[src/rtl/csr_pkg.sv]
// Shared constants and types for the machine-mode CSR unit:
// addresses, CSR op encoding, trap FSM states, cause codes, status bit positions.
package csr_pkg;

  localparam logic [11:0] CSR_MSTATUS   = 12'h300;
  localparam logic [11:0] CSR_MIE       = 12'h304;
  localparam logic [11:0] CSR_MTVEC     = 12'h305;
  localparam logic [11:0] CSR_MSCRATCH  = 12'h340;
  localparam logic [11:0] CSR_MEPC      = 12'h341;
  localparam logic [11:0] CSR_MCAUSE    = 12'h342;
  localparam logic [11:0] CSR_MIP       = 12'h344;
  localparam logic [11:0] CSR_MCYCLE    = 12'hB00;
  localparam logic [11:0] CSR_MINSTRET  = 12'hB02;
  localparam logic [11:0] CSR_MCYCLEH   = 12'hB80;
  localparam logic [11:0] CSR_MINSTRETH = 12'hB82;

  typedef enum logic [1:0] {
    CSR_NONE = 2'b00,
    CSR_RW   = 2'b01,
    CSR_RS   = 2'b10,
    CSR_RC   = 2'b11
  } csr_op_e;

  typedef enum logic [1:0] {
    ST_RUN  = 2'b00,
    ST_TRAP = 2'b01,
    ST_MRET = 2'b10
  } csr_state_e;

  localparam int unsigned CAUSE_W   = 5;
  localparam logic [CAUSE_W-1:0] CAUSE_MSI = 5'd3;
  localparam logic [CAUSE_W-1:0] CAUSE_MTI = 5'd7;
  localparam logic [CAUSE_W-1:0] CAUSE_MEI = 5'd11;

  // Bit positions shared by mie/mip (same as the cause numbers)
  localparam int unsigned IRQ_MSI_BIT = 3;
  localparam int unsigned IRQ_MTI_BIT = 7;
  localparam int unsigned IRQ_MEI_BIT = 11;

  localparam int unsigned MSTATUS_MIE_BIT  = 3;
  localparam int unsigned MSTATUS_MPIE_BIT = 7;
  localparam int unsigned MSTATUS_MPP_LO   = 11;
  localparam int unsigned MSTATUS_MPP_HI   = 12;

endpackage

[src/rtl/csr_counter.sv]
// Wrapping performance counter of CNT_W bits, exposed as two XLEN halves.
// A write to either half replaces the increment of the whole counter that cycle.
module csr_counter #(
  parameter int unsigned CNT_W = 64,
  parameter int unsigned XLEN  = 32
) (
  input  logic            i_clk,
  input  logic            i_rst_n,
  input  logic            i_inc,
  input  logic            i_wr_lo,
  input  logic            i_wr_hi,
  input  logic [XLEN-1:0] i_wdata,
  output logic [XLEN-1:0] o_lo,
  output logic [XLEN-1:0] o_hi
);

  localparam int unsigned EXT_W = 2 * XLEN;

  logic [CNT_W-1:0] r_cnt;
  logic [EXT_W-1:0] w_ext;
  logic [EXT_W-1:0] w_wr;

  assign w_ext = EXT_W'(r_cnt);

  // Merge the written half with the untouched half
  always_comb begin
    w_wr = w_ext;
    if (i_wr_lo) w_wr[XLEN-1:0]     = i_wdata;
    if (i_wr_hi) w_wr[EXT_W-1:XLEN] = i_wdata;
  end

  always_ff @(posedge i_clk or negedge i_rst_n) begin
    if (!i_rst_n) begin
      r_cnt <= '0;
    end else if (i_wr_lo || i_wr_hi) begin
      r_cnt <= CNT_W'(w_wr);
    end else if (i_inc) begin
      r_cnt <= r_cnt + CNT_W'(1);
    end
  end

  assign o_lo = w_ext[XLEN-1:0];
  assign o_hi = w_ext[EXT_W-1:XLEN];

endmodule

[src/rtl/csr_unit.sv]
// Machine-mode CSR file for the execute stage: CSR read/modify/write, interrupt
// synchronisation and priority, and the trap-entry/MRET redirect sequencer.
module csr_unit
  import csr_pkg::*;
#(
  parameter int unsigned     XLEN        = 32,
  parameter int unsigned     ADDRW       = 12,
  parameter int unsigned     CNT_W       = 64,
  parameter logic [XLEN-1:0] MTVEC_RST   = '0,
  parameter bit              VECTORED_EN = 1'b1
) (
  input  logic             clk_i,
  input  logic             rst_ni,
  input  logic [ADDRW-1:0] csr_addr_i,
  input  logic [1:0]       csr_op_i,
  input  logic [XLEN-1:0]  csr_wdata_i,
  output logic [XLEN-1:0]  csr_rdata_o,
  output logic             csr_illegal_o,
  input  logic [XLEN-1:0]  pc_i,
  input  logic             pc_valid_i,
  input  logic             instr_ret_i,
  input  logic             mret_i,
  input  logic             irq_ext_i,
  input  logic             irq_tmr_i,
  input  logic             irq_sw_i,
  output logic             redirect_o,
  output logic [XLEN-1:0]  redirect_pc_o
);

  localparam bit              HAS_HI    = (CNT_W > XLEN);
  localparam logic [XLEN-1:0] MIE_MASK  = XLEN'(12'h888);
  localparam logic [XLEN-1:0] ALIGN4    = ~XLEN'(3);
  localparam logic [XLEN-1:0] MTVEC_INI = VECTORED_EN ? MTVEC_RST : (MTVEC_RST & ALIGN4);

  csr_op_e          w_op;
  csr_state_e       r_state, w_state_nxt;

  logic [XLEN-1:0]  r_mtvec, r_mscratch, r_mepc, r_mcause, r_mie;
  logic             r_st_mie, r_st_mpie;
  logic [2:0]       r_irq_meta, r_irq_sync;   // {ext, tmr, sw}
  logic             r_redirect, w_redirect_nxt;
  logic [XLEN-1:0]  r_redirect_pc, w_redirect_pc_nxt;

  logic [XLEN-1:0]  w_mstatus, w_mip, w_irq_act;
  logic             w_irq_pend;
  logic [CAUSE_W-1:0] w_cause;
  logic [XLEN-1:0]  w_trap_pc;

  logic [XLEN-1:0]  w_old, w_new;
  logic             w_hit, w_is_mip, w_wr_req, w_illegal, w_we;
  logic             w_trap_take, w_mret_take;
  logic [XLEN-1:0]  w_mcycle_lo, w_mcycle_hi, w_minstret_lo, w_minstret_hi;

  assign w_op = csr_op_e'(csr_op_i);

  // Two-flop synchronisers for the asynchronous interrupt lines
  always_ff @(posedge clk_i or negedge rst_ni) begin
    if (!rst_ni) begin
      r_irq_meta <= '0;
      r_irq_sync <= '0;
    end else begin
      r_irq_meta <= {irq_ext_i, irq_tmr_i, irq_sw_i};
      r_irq_sync <= r_irq_meta;
    end
  end

  always_comb begin
    w_mip              = '0;
    w_mip[IRQ_MEI_BIT] = r_irq_sync[2];
    w_mip[IRQ_MTI_BIT] = r_irq_sync[1];
    w_mip[IRQ_MSI_BIT] = r_irq_sync[0];
    w_mstatus                                 = '0;
    w_mstatus[MSTATUS_MPP_HI:MSTATUS_MPP_LO]  = 2'b11;
    w_mstatus[MSTATUS_MPIE_BIT]               = r_st_mpie;
    w_mstatus[MSTATUS_MIE_BIT]                = r_st_mie;
  end

  // Pending interrupt selection: ext > sw > tmr
  always_comb begin
    w_irq_act  = w_mip & r_mie;
    w_irq_pend = r_st_mie & (|w_irq_act);
    if (w_irq_act[IRQ_MEI_BIT])      w_cause = CAUSE_MEI;
    else if (w_irq_act[IRQ_MSI_BIT]) w_cause = CAUSE_MSI;
    else                             w_cause = CAUSE_MTI;
    w_trap_pc = r_mtvec & ALIGN4;
    if (VECTORED_EN && (r_mtvec[1:0] == 2'b01)) begin
      w_trap_pc = (r_mtvec & ALIGN4) + XLEN'({w_cause, 2'b00});
    end
  end

  // CSR read mux and address decode
  always_comb begin
    w_old    = '0;
    w_hit    = 1'b1;
    w_is_mip = 1'b0;
    case (csr_addr_i)
      ADDRW'(CSR_MSTATUS):   w_old = w_mstatus;
      ADDRW'(CSR_MIE):       w_old = r_mie;
      ADDRW'(CSR_MTVEC):     w_old = r_mtvec;
      ADDRW'(CSR_MSCRATCH):  w_old = r_mscratch;
      ADDRW'(CSR_MEPC):      w_old = r_mepc;
      ADDRW'(CSR_MCAUSE):    w_old = r_mcause;
      ADDRW'(CSR_MIP): begin
        w_old    = w_mip;
        w_is_mip = 1'b1;
      end
      ADDRW'(CSR_MCYCLE):    w_old = w_mcycle_lo;
      ADDRW'(CSR_MINSTRET):  w_old = w_minstret_lo;
      ADDRW'(CSR_MCYCLEH): begin
        w_old = w_mcycle_hi;
        w_hit = HAS_HI;
      end
      ADDRW'(CSR_MINSTRETH): begin
        w_old = w_minstret_hi;
        w_hit = HAS_HI;
      end
      default:               w_hit = 1'b0;
    endcase
  end

  // RS/RC with a zero mask is a pure read and never writes
  always_comb begin
    w_new    = w_old;
    w_wr_req = 1'b0;
    case (w_op)
      CSR_RW: begin
        w_new    = csr_wdata_i;
        w_wr_req = 1'b1;
      end
      CSR_RS: begin
        w_new    = w_old | csr_wdata_i;
        w_wr_req = |csr_wdata_i;
      end
      CSR_RC: begin
        w_new    = w_old & ~csr_wdata_i;
        w_wr_req = |csr_wdata_i;
      end
      default: ;
    endcase
    w_illegal = (w_op != CSR_NONE) && (!w_hit || (w_is_mip && w_wr_req));
    // Writes from instructions being flushed by a trap or redirect are dropped
    w_we      = w_wr_req && !w_illegal && (r_state == ST_RUN) && !w_trap_take;
  end

  assign csr_rdata_o   = ((w_op == CSR_NONE) || w_illegal) ? '0 : w_old;
  assign csr_illegal_o = w_illegal;

  // Trap/MRET sequencer: next state and redirect
  always_comb begin
    w_state_nxt       = r_state;
    w_redirect_nxt    = 1'b0;
    w_redirect_pc_nxt = r_redirect_pc;
    w_trap_take       = 1'b0;
    w_mret_take       = 1'b0;
    case (r_state)
      ST_RUN: begin
        if (w_irq_pend && pc_valid_i) begin
          w_state_nxt       = ST_TRAP;
          w_trap_take       = 1'b1;
          w_redirect_nxt    = 1'b1;
          w_redirect_pc_nxt = w_trap_pc;
        end else if (mret_i && !w_irq_pend) begin
          w_state_nxt       = ST_MRET;
          w_mret_take       = 1'b1;
          w_redirect_nxt    = 1'b1;
          w_redirect_pc_nxt = r_mepc;
        end
      end
      ST_TRAP: w_state_nxt = ST_RUN;
      ST_MRET: w_state_nxt = ST_RUN;
      default: w_state_nxt = ST_RUN;
    endcase
  end

  always_ff @(posedge clk_i or negedge rst_ni) begin
    if (!rst_ni) begin
      r_state       <= ST_RUN;
      r_redirect    <= 1'b0;
      r_redirect_pc <= '0;
    end else begin
      r_state       <= w_state_nxt;
      r_redirect    <= w_redirect_nxt;
      r_redirect_pc <= w_redirect_pc_nxt;
    end
  end

  assign redirect_o    = r_redirect;
  assign redirect_pc_o = r_redirect_pc;

  // Architectural CSR state
  always_ff @(posedge clk_i or negedge rst_ni) begin
    if (!rst_ni) begin
      r_st_mie   <= 1'b0;
      r_st_mpie  <= 1'b0;
      r_mie      <= '0;
      r_mtvec    <= MTVEC_INI;
      r_mscratch <= '0;
      r_mepc     <= '0;
      r_mcause   <= '0;
    end else begin
      if (w_trap_take) begin
        r_st_mpie <= r_st_mie;
        r_st_mie  <= 1'b0;
        r_mepc    <= pc_i & ALIGN4;
        r_mcause  <= {1'b1, (XLEN-1)'(w_cause)};
      end else if (w_mret_take) begin
        r_st_mie  <= r_st_mpie;
        r_st_mpie <= 1'b1;
      end else if (w_we) begin
        case (csr_addr_i)
          ADDRW'(CSR_MSTATUS): begin
            r_st_mie  <= w_new[MSTATUS_MIE_BIT];
            r_st_mpie <= w_new[MSTATUS_MPIE_BIT];
          end
          ADDRW'(CSR_MIE):      r_mie      <= w_new & MIE_MASK;
          ADDRW'(CSR_MTVEC):    r_mtvec    <= VECTORED_EN ? w_new : (w_new & ALIGN4);
          ADDRW'(CSR_MSCRATCH): r_mscratch <= w_new;
          ADDRW'(CSR_MEPC):     r_mepc     <= w_new & ALIGN4;
          ADDRW'(CSR_MCAUSE):   r_mcause   <= w_new;
          default: ;
        endcase
      end
    end
  end

  csr_counter #(
    .CNT_W (CNT_W),
    .XLEN  (XLEN)
  ) u_mcycle (
    .i_clk   (clk_i),
    .i_rst_n (rst_ni),
    .i_inc   (1'b1),
    .i_wr_lo (w_we && (csr_addr_i == ADDRW'(CSR_MCYCLE))),
    .i_wr_hi (w_we && (csr_addr_i == ADDRW'(CSR_MCYCLEH))),
    .i_wdata (w_new),
    .o_lo    (w_mcycle_lo),
    .o_hi    (w_mcycle_hi)
  );

  csr_counter #(
    .CNT_W (CNT_W),
    .XLEN  (XLEN)
  ) u_minstret (
    .i_clk   (clk_i),
    .i_rst_n (rst_ni),
    .i_inc   (instr_ret_i && (r_state == ST_RUN)),
    .i_wr_lo (w_we && (csr_addr_i == ADDRW'(CSR_MINSTRET))),
    .i_wr_hi (w_we && (csr_addr_i == ADDRW'(CSR_MINSTRETH))),
    .i_wdata (w_new),
    .o_lo    (w_minstret_lo),
    .o_hi    (w_minstret_hi)
  );

endmodule
[config.mk]
export PLATFORM = sky130hd
export DESIGN_NAME = csr_unit
export DESIGN_NICKNAME = d
export VERILOG_FILES = /design/src/rtl/csr_pkg.sv /design/src/rtl/csr_counter.sv /design/src/rtl/csr_unit.sv
export SDC_FILE = /design/constraint.sdc
export NUM_CORES = 1
export LEC_CHECK = 0
export ABC_CLOCK_PERIOD_IN_PS = 2700
export CAP_MARGIN = 20
export CORE_UTILIZATION = 39
export DETAILED_ROUTE_END_ITERATION = 10
export PLACE_DENSITY_LB_ADDON = 0.2
export SETUP_SLACK_MARGIN = 0.5
export SLEW_MARGIN = 10
export SYNTH_ARGS = -nofsm -noshare
export SYNTH_HDL_FRONTEND = slang
export SYNTH_SLANG_ARGS = --single-unit
[constraint.sdc]
create_clock -name clk_i -period 2.7 [get_ports clk_i]
set_input_delay 0.27 -clock clk_i [delete_from_list [all_inputs] [get_ports clk_i]]
set_output_delay 0.27 -clock clk_i [all_outputs]
set_load 0.01 [all_outputs]
======== Word level (Yosys, flattened, before mapping) ========
Index checks and enable logic that the tools add are counted.
Widths: inputs -> output; s select.
cells by class
  bitwise gates (word level) .............. 7
  eq/ne operators ......................... 21
  muxes and demuxes ....................... 44
  add/subtract/negate cells ............... 3
  reductions and logical operators ........ 43
operator list
  kind                   count
  $mux 32                16
  $pmux 32 s11           1
  $mux 64                3
  $add 64x1->64 const B  2
  $pmux 32 s3            1
  $eq 12x10->1 const B   7
  $reduce_or 32->1       2
  $eq 12x12->1 const B   4
  $add 32x7->32          1
  $and 32x32->32         1
  $not 32->32            1
  $or 32x32->32          1
  $mux 1                 17
  $and 12x12->12         1
  $logic_and 1x1->1      12
  $reduce_and 4->1       3
  $reduce_bool 2->1      6
  $reduce_or 11->1       1
  $ne 2x1->1 const B     4
  $reduce_and 2->1       4
  $mux 2                 3
  $reduce_and 3->1       2
  $reduce_bool 3->1      2
  $eq 2x1->1 const B     2
  12 further kinds       21
word-level totals
  logic and storage cells ................. 134
  output and inout port bits .............. 66
  input bits .............................. 86
  flip-flop bits (word level) ............. 302

======== Depth between registers and ports, before layout ========
  word-level depth ........................ 14
  gate-level depth with buffers ........... 11
  mapped depth without buffers ............ 10

======== Cells and area by module ========
Synthesis repeated with hierarchy kept, for this count alone.
second synthesis, totals
  cells, all modules ...................... 2493
  area total of the unflattened synthesis .. 20815.0 um^2
by module, submodules not included
  module       instances  cells each  area an instance (um^2)  seq. area each (um^2)
  csr_unit     1          1429        12254.3                  4254.1
  csr_counter  2          532         4280.4                   1601.5

======== Least setup slack after synthesis ========
OpenSTA, ideal clock, no wires.
  path type ............................... input to output
  start ................................... input csr_addr_i[4]
  end ..................................... output csr_rdata_o[18]
  data required time ...................... 2430 ps
  stages on the path ...................... 10
  data arrival time ....................... 2333 ps
  path slack .............................. 97 ps
  cells stage by stage .................... buf_2 > or4b_1 > buf_4 > nor2_1 > buf_2 > a31oi_1 > nand2_1 > buf_2 > buf_2 > nor2_1
between the ends
  longest elaborated chain between the ends .. 8
ends and longest elaborated chain
  element                                              line             RTL
  from (decl)                                          csr_unit.sv:14   input logic [ADDRW-1:0] csr_addr_i,
  $eq 12x12->1 / $eq 12x10->1 (equally long branches)  csr_unit.sv:96   case (csr_addr_i)
  $reduce_or 11->1 (no line)                           --
  $mux 1                                               csr_unit.sv:96
  $logic_not 1->1                                      csr_unit.sv:140  w_illegal = (w_op != CSR_NONE) && (!w_hit || (w_is_mip && w_wr_req));
  $logic_or 1x1->1                                     csr_unit.sv:140
  $logic_and 1x1->1                                    csr_unit.sv:140
  $logic_or 1x1->1                                     csr_unit.sv:145  assign csr_rdata_o = ((w_op == CSR_NONE) || w_illegal) ? '0 : w_old;
  $mux 32 *                                            csr_unit.sv:145
  to (decl)                                            csr_unit.sv:17   output logic [XLEN-1:0] csr_rdata_o,
Every way passes the cells marked *; elsewhere a longest branch is shown, timed or not.

======== Worst setup path in the final report ========
  start ................................... register r_irq_sync[0]
  end ..................................... register r_mcause[13]
between the ends
  longest elaborated chain between the ends .. 10
ends and longest elaborated chain
  element                                                           line                              RTL
  from (decl)                                                       csr_unit.sv:40                    logic [2:0] r_irq_meta, r_irq_sync;
  from (signal assigned)                                            csr_unit.sv:63                    r_irq_sync <= r_irq_meta;
  $and 12x12->12 *                                                  csr_unit.sv:80                    w_irq_act = w_mip & r_mie;
  $reduce_or 32->1 *                                                csr_unit.sv:81                    w_irq_pend = r_st_mie & (|w_irq_act);
  $and 1x1->1 *                                                     csr_unit.sv:81
  $logic_not 1->1 / $logic_and 1x1->1 (equally long branches)       csr_unit.sv:162, csr_unit.sv:157
  $logic_and 1x1->1 / $mux 1 (equally long branches)                csr_unit.sv:162, csr_unit.sv:157
  $mux 1, on equally long branches                                  csr_unit.sv:162, csr_unit.sv:155
  $mux 1 / $logic_not 1->1 (equally long branches)                  csr_unit.sv:157, csr_unit.sv:142
  $mux 1 / $logic_and 1x1->1 (equally long branches)                csr_unit.sv:155, csr_unit.sv:142
  $ne 2x2->1 (no line) / $reduce_bool 2->1 (equally long branches)  --
  $reduce_and 3->1 (no line)                                        --
  to (signal assigned)                                              csr_unit.sv:205                   r_mcause <= {1'b1, (XLEN-1)'(w_cause)};
  to (signal assigned)                                              csr_unit.sv:219                   ADDRW'(CSR_MCAUSE): r_mcause <= w_new;
  to (decl)                                                         csr_unit.sv:38                    logic [XLEN-1:0] r_mtvec, r_mscratch, r_mepc, r_mcause, r_mie;
Marks and branches as above.
A chain may end at the register's enable or synchronous reset.

==> summary.md <==
| Metric | Value |
|---|---|
| Placed Cells incl. Taps | `3584` |
| Initial Utilization | `39.68%` |
| Core Area | `49050 sq um` |
| Highest clock rate | `373.1 MHz` |
| Buf+Inv Stages, Crit Path | `9` |
| Yosys cell types | `97` |
| Clock share of power | `43.8%` |
| Total CTS buffers | `38` |
| Crit Path Category | `reg2reg` |
| Vias in the first global route | `23630` |
| Most common library cell in the layout ignoring fill and taps | `buf_4` |
| Asr flop ratio synth | `100.0%` |
| Standby leakage power | `14.64 nW` |
| Hold WS | `0.1378 ns` |
| CP required | `3.14 ns` |
| RePlAce Congestion | `1.063` |
| Status | `completed` |
| Clk buf depth | `3` |
| Clock transition at path regs | `0.06 ns` |
| Worst setup SP type | `flip-flop` |
| Post-synth top flop | `dfrtp_1` |
| Final wirelength | `126200 microns` |
| Power density over the cells | `360.1 nW/um^2` |
| Cell Count, Final, Fillers Out | `3904` |
| Crit path largest cell delay | `0.43 ns` |
| Maximum fanout along the worst path | `7` |
| Routed length on met2 | `53800 microns` |
| Slew @ Worst Pin | `0.6828 ns` |
| Largest net degree at the start of global routing | `64` |
| Worst path cell trace | `a222oi_1 -> buf_4 -> buf_6 -> buf_6 -> nor2_4 -> buf_12 -> nand2_8 -> clkinvlp_4 -> buf_6 -> a31oi_4 -> buf_12 -> buf_12 -> buf_12 -> nand2_2 -> o31ai_1` |
| CTS tree | `yes` |
| Crit-path leading delay family | `buffers and inverters` |
| Fin. max-slew vios | `0` |
| Via count | `25710` |
| Port bufs | `147` |
| Largest cells by area after synthesis | `dfrtp_1, nand2_1, o21ai_0` |
| Internal power | `8.711 mW` |
| Clock Latency Late Sink | `0.58 ns` |
| Initial antenna violation count | `1` |
| Slew headroom | `54.48%` |
| Yosys reg bits | `298` |
| Total gr overflow | `0` |
| Maximum VDD drop | `0.5406 mV` |
| Layout Area Growth over Synthesis | `75.47%` |
| DR vias/cell | `6.586` |
| Tot Pwr | `12.30 mW` |
| Share of cells above drive strength 1 | `45.94%` |
| DPL Wire Length | `91210 microns` |
| Synth top area share | `38.31%` |
| Root Driver | `clkbuf_16` |
| IO Pins | `152` |
| Seq/Total Area, Yosys | `38.31%` |
| Setup ws final | `0.01996 ns` |
| Routed wl met3 | `13610 microns` |
| Die Y | `225.4 microns` |
| Sequential power share | `38.1%` |
| RSZ-0062 raised after global routing | `true` |
| CP max stage cell | `dfrtp_1` |
| H-tree levels | `2` |
| Highest Signal Layer | `met5` |
| Die X | `225.4 microns` |
| Pre-CTS setup slack | `-0.9682 ns` |
| Mapped Area | `19470 sq um` |
| Clock net sink count | `298` |
| Hold Fails Final Rpt | `0` |
| DR iter-0 viols | `3258` |
| Fill count | `3793` |
| GR Util All Layers | `46.84%` |
| Switch share | `29.18%` |
| Post-Route Utilization | `69.64%` |
| Worst Path Arrival | `3.12 ns` |
| M1 WL | `46100 microns` |
| Routed WL per cell | `32.31 microns` |
| Comb pwr share | `18.1%` |
| Worst setup EP type | `flip-flop` |
| Post-synthesis average cell area | `8.398 sq um` |
| Most frequent cells in the layout | `buf_4, dfrtp_1, nand2_1` |
| Residual DRC | `0` |
| Die area | `50810 sq um` |
| Wire length of the first global-routing pass | `169300 microns` |
| Crit-path most repeated cell | `buf_12` |
| Final period util | `99.26%` |
| Post-synth top area cell | `dfrtp_1` |
| Final setup viols | `0` |
| Maxcap violations | `0` |
| EDFF count, synth | `0` |
| Cell count after synthesis | `2318` |
| Worst hold path class | `in2reg` |
| Detailed Routing Iterations Pass 1 | `6` |
| Floorplan row count | `81` |
| Switch Pwr | `3.588 mW` |
| Yosys warns | `0` |
| Skew final | `0.02961 ns` |
| Layout Nets | `3300` |
| Period minus WS final | `2.680 ns` |
| Number of routed nets with antenna violations | `0` |
## cells in the mapped netlist (all sizes together) (10+ instances only)
library cell	n
a2111oi	10
a211oi	31
a21o	28
a21oi	155
a221oi	23
a22oi	54
a2bb2oi	10
a31oi	20
and2	17
and3	58
and4	30
buf	71
clkbuf	100
dfrtp	298
inv	26
mux2i	68
nand2	300
nand3	101
nand4	64
nor2	149
nor2b	13
nor3	65
nor4	44
o211ai	21
o21a	16
o21ai	252
o221ai	10
o22ai	22
o2bb2ai	13
o31ai	13
xnor2	44
xor2	19
## final timing paths
path / startpoint / endpoint / slack, ns / depth (start not counted)
setup / recovery: r_irq_sync[0] / r_mcause[13] / 0.02 / 15
hold / removal: irq_tmr_i / r_irq_meta[1] / 0.14 / 1
setup reg to reg: r_irq_sync[0] / r_mcause[13] / 0.02 / 15
hold reg to reg: r_irq_meta[2] / r_irq_sync[2] / 0.35 / 0
max in group asynchronous: rst_ni / u_minstret.r_cnt[1] / 1.52 / 3
min in group asynchronous: rst_ni / r_irq_meta[1] / 0.26 / 2
## cell type report
| cell class | instances | area [sq um] | share of cell area [%] |
|---|---|---|---|
| timing repair buffer | 1019 | 10170 | 29.78 |
| tap | 664 | 830.8 | 2.432 |
| sequential | 298 | 7471 | 21.87 |
| clock inverter | 15 | 171.4 | 0.5018 |
| clock buffer | 53 | 1129 | 3.304 |
| multi-input combinational | 1824 | 14260 | 41.75 |
| antenna | 3 | 7.507 | 0.02198 |
| inverter | 28 | 113.9 | 0.3333 |
## flip-flops by register name, indices dropped and copies added (netlist names)
register          count
r_irq_meta            3
r_irq_sync            3
r_mcause             32
r_mepc               30
r_mie                 3
r_mscratch           32
r_mtvec              32
r_st_mie              1
r_st_mpie             1
r_state               2
redirect_o            1
redirect_pc_o        30
u_mcycle.r_cnt       64
u_minstret.r_cnt     64
## timing repair
| action | CTS | global route |
|---|---|---|
| hold buffers | 1 | 0 |
| hold endpoints to repair | 52 | 0 |
| gates resized for setup | 595 | 348 |
| gates cloned | 16 | 19 |
| buffers inserted | 141 | 72 |
| pin swaps | 144 | 123 |
| endpoints found under the setup margin | 323 | 323 |
## per-layer routing
metal	global-route usage [%]	up-vias
met5	0	-
met4	35.40	4
met3	9.935	597
met2	70.90	1913
met1	58.53	12600
li1	-	10600
## logic make-up after synthesis
kind of cell,count (synthesis),synth area share (%)
flip-flops,298,38.31
XOR/XNOR,63,2.835
other,1,0.01926
multiplexers,74,3.844
buffers and inverters,199,4.506
AND/OR/NAND/NOR,909,24.35
adder cells (fa/ha/maj),5,0.3214
AO/OA/AOI/OAI,769,25.82
## power by group through the flow
stage	Sequential [mW]	Clock, mW	Combinational [mW]
2_1_floorplan	4.72	0	0.576
3_3_place_gp	4.75	0	1.80
3_5_place_dp	4.75	0	1.81
4_1_cts	4.67	5.39	1.99
5_1_grt	4.68	5.56	2.27
6_report	4.68	5.39	2.23
## through the flow
| stage | area, sq um | TNS [ns] |
|---|---|---|
| final | 34160 | 0 |
| after global routing | 34150 | -0.01734 |
| after CTS | 31950 | 0 |
| after detailed placement | 27350 | -169.64 |
| after global placement | 27350 | -163.53 |
| after floorplan | 20700 | 0 |
(Power assumes the default switching activity.)
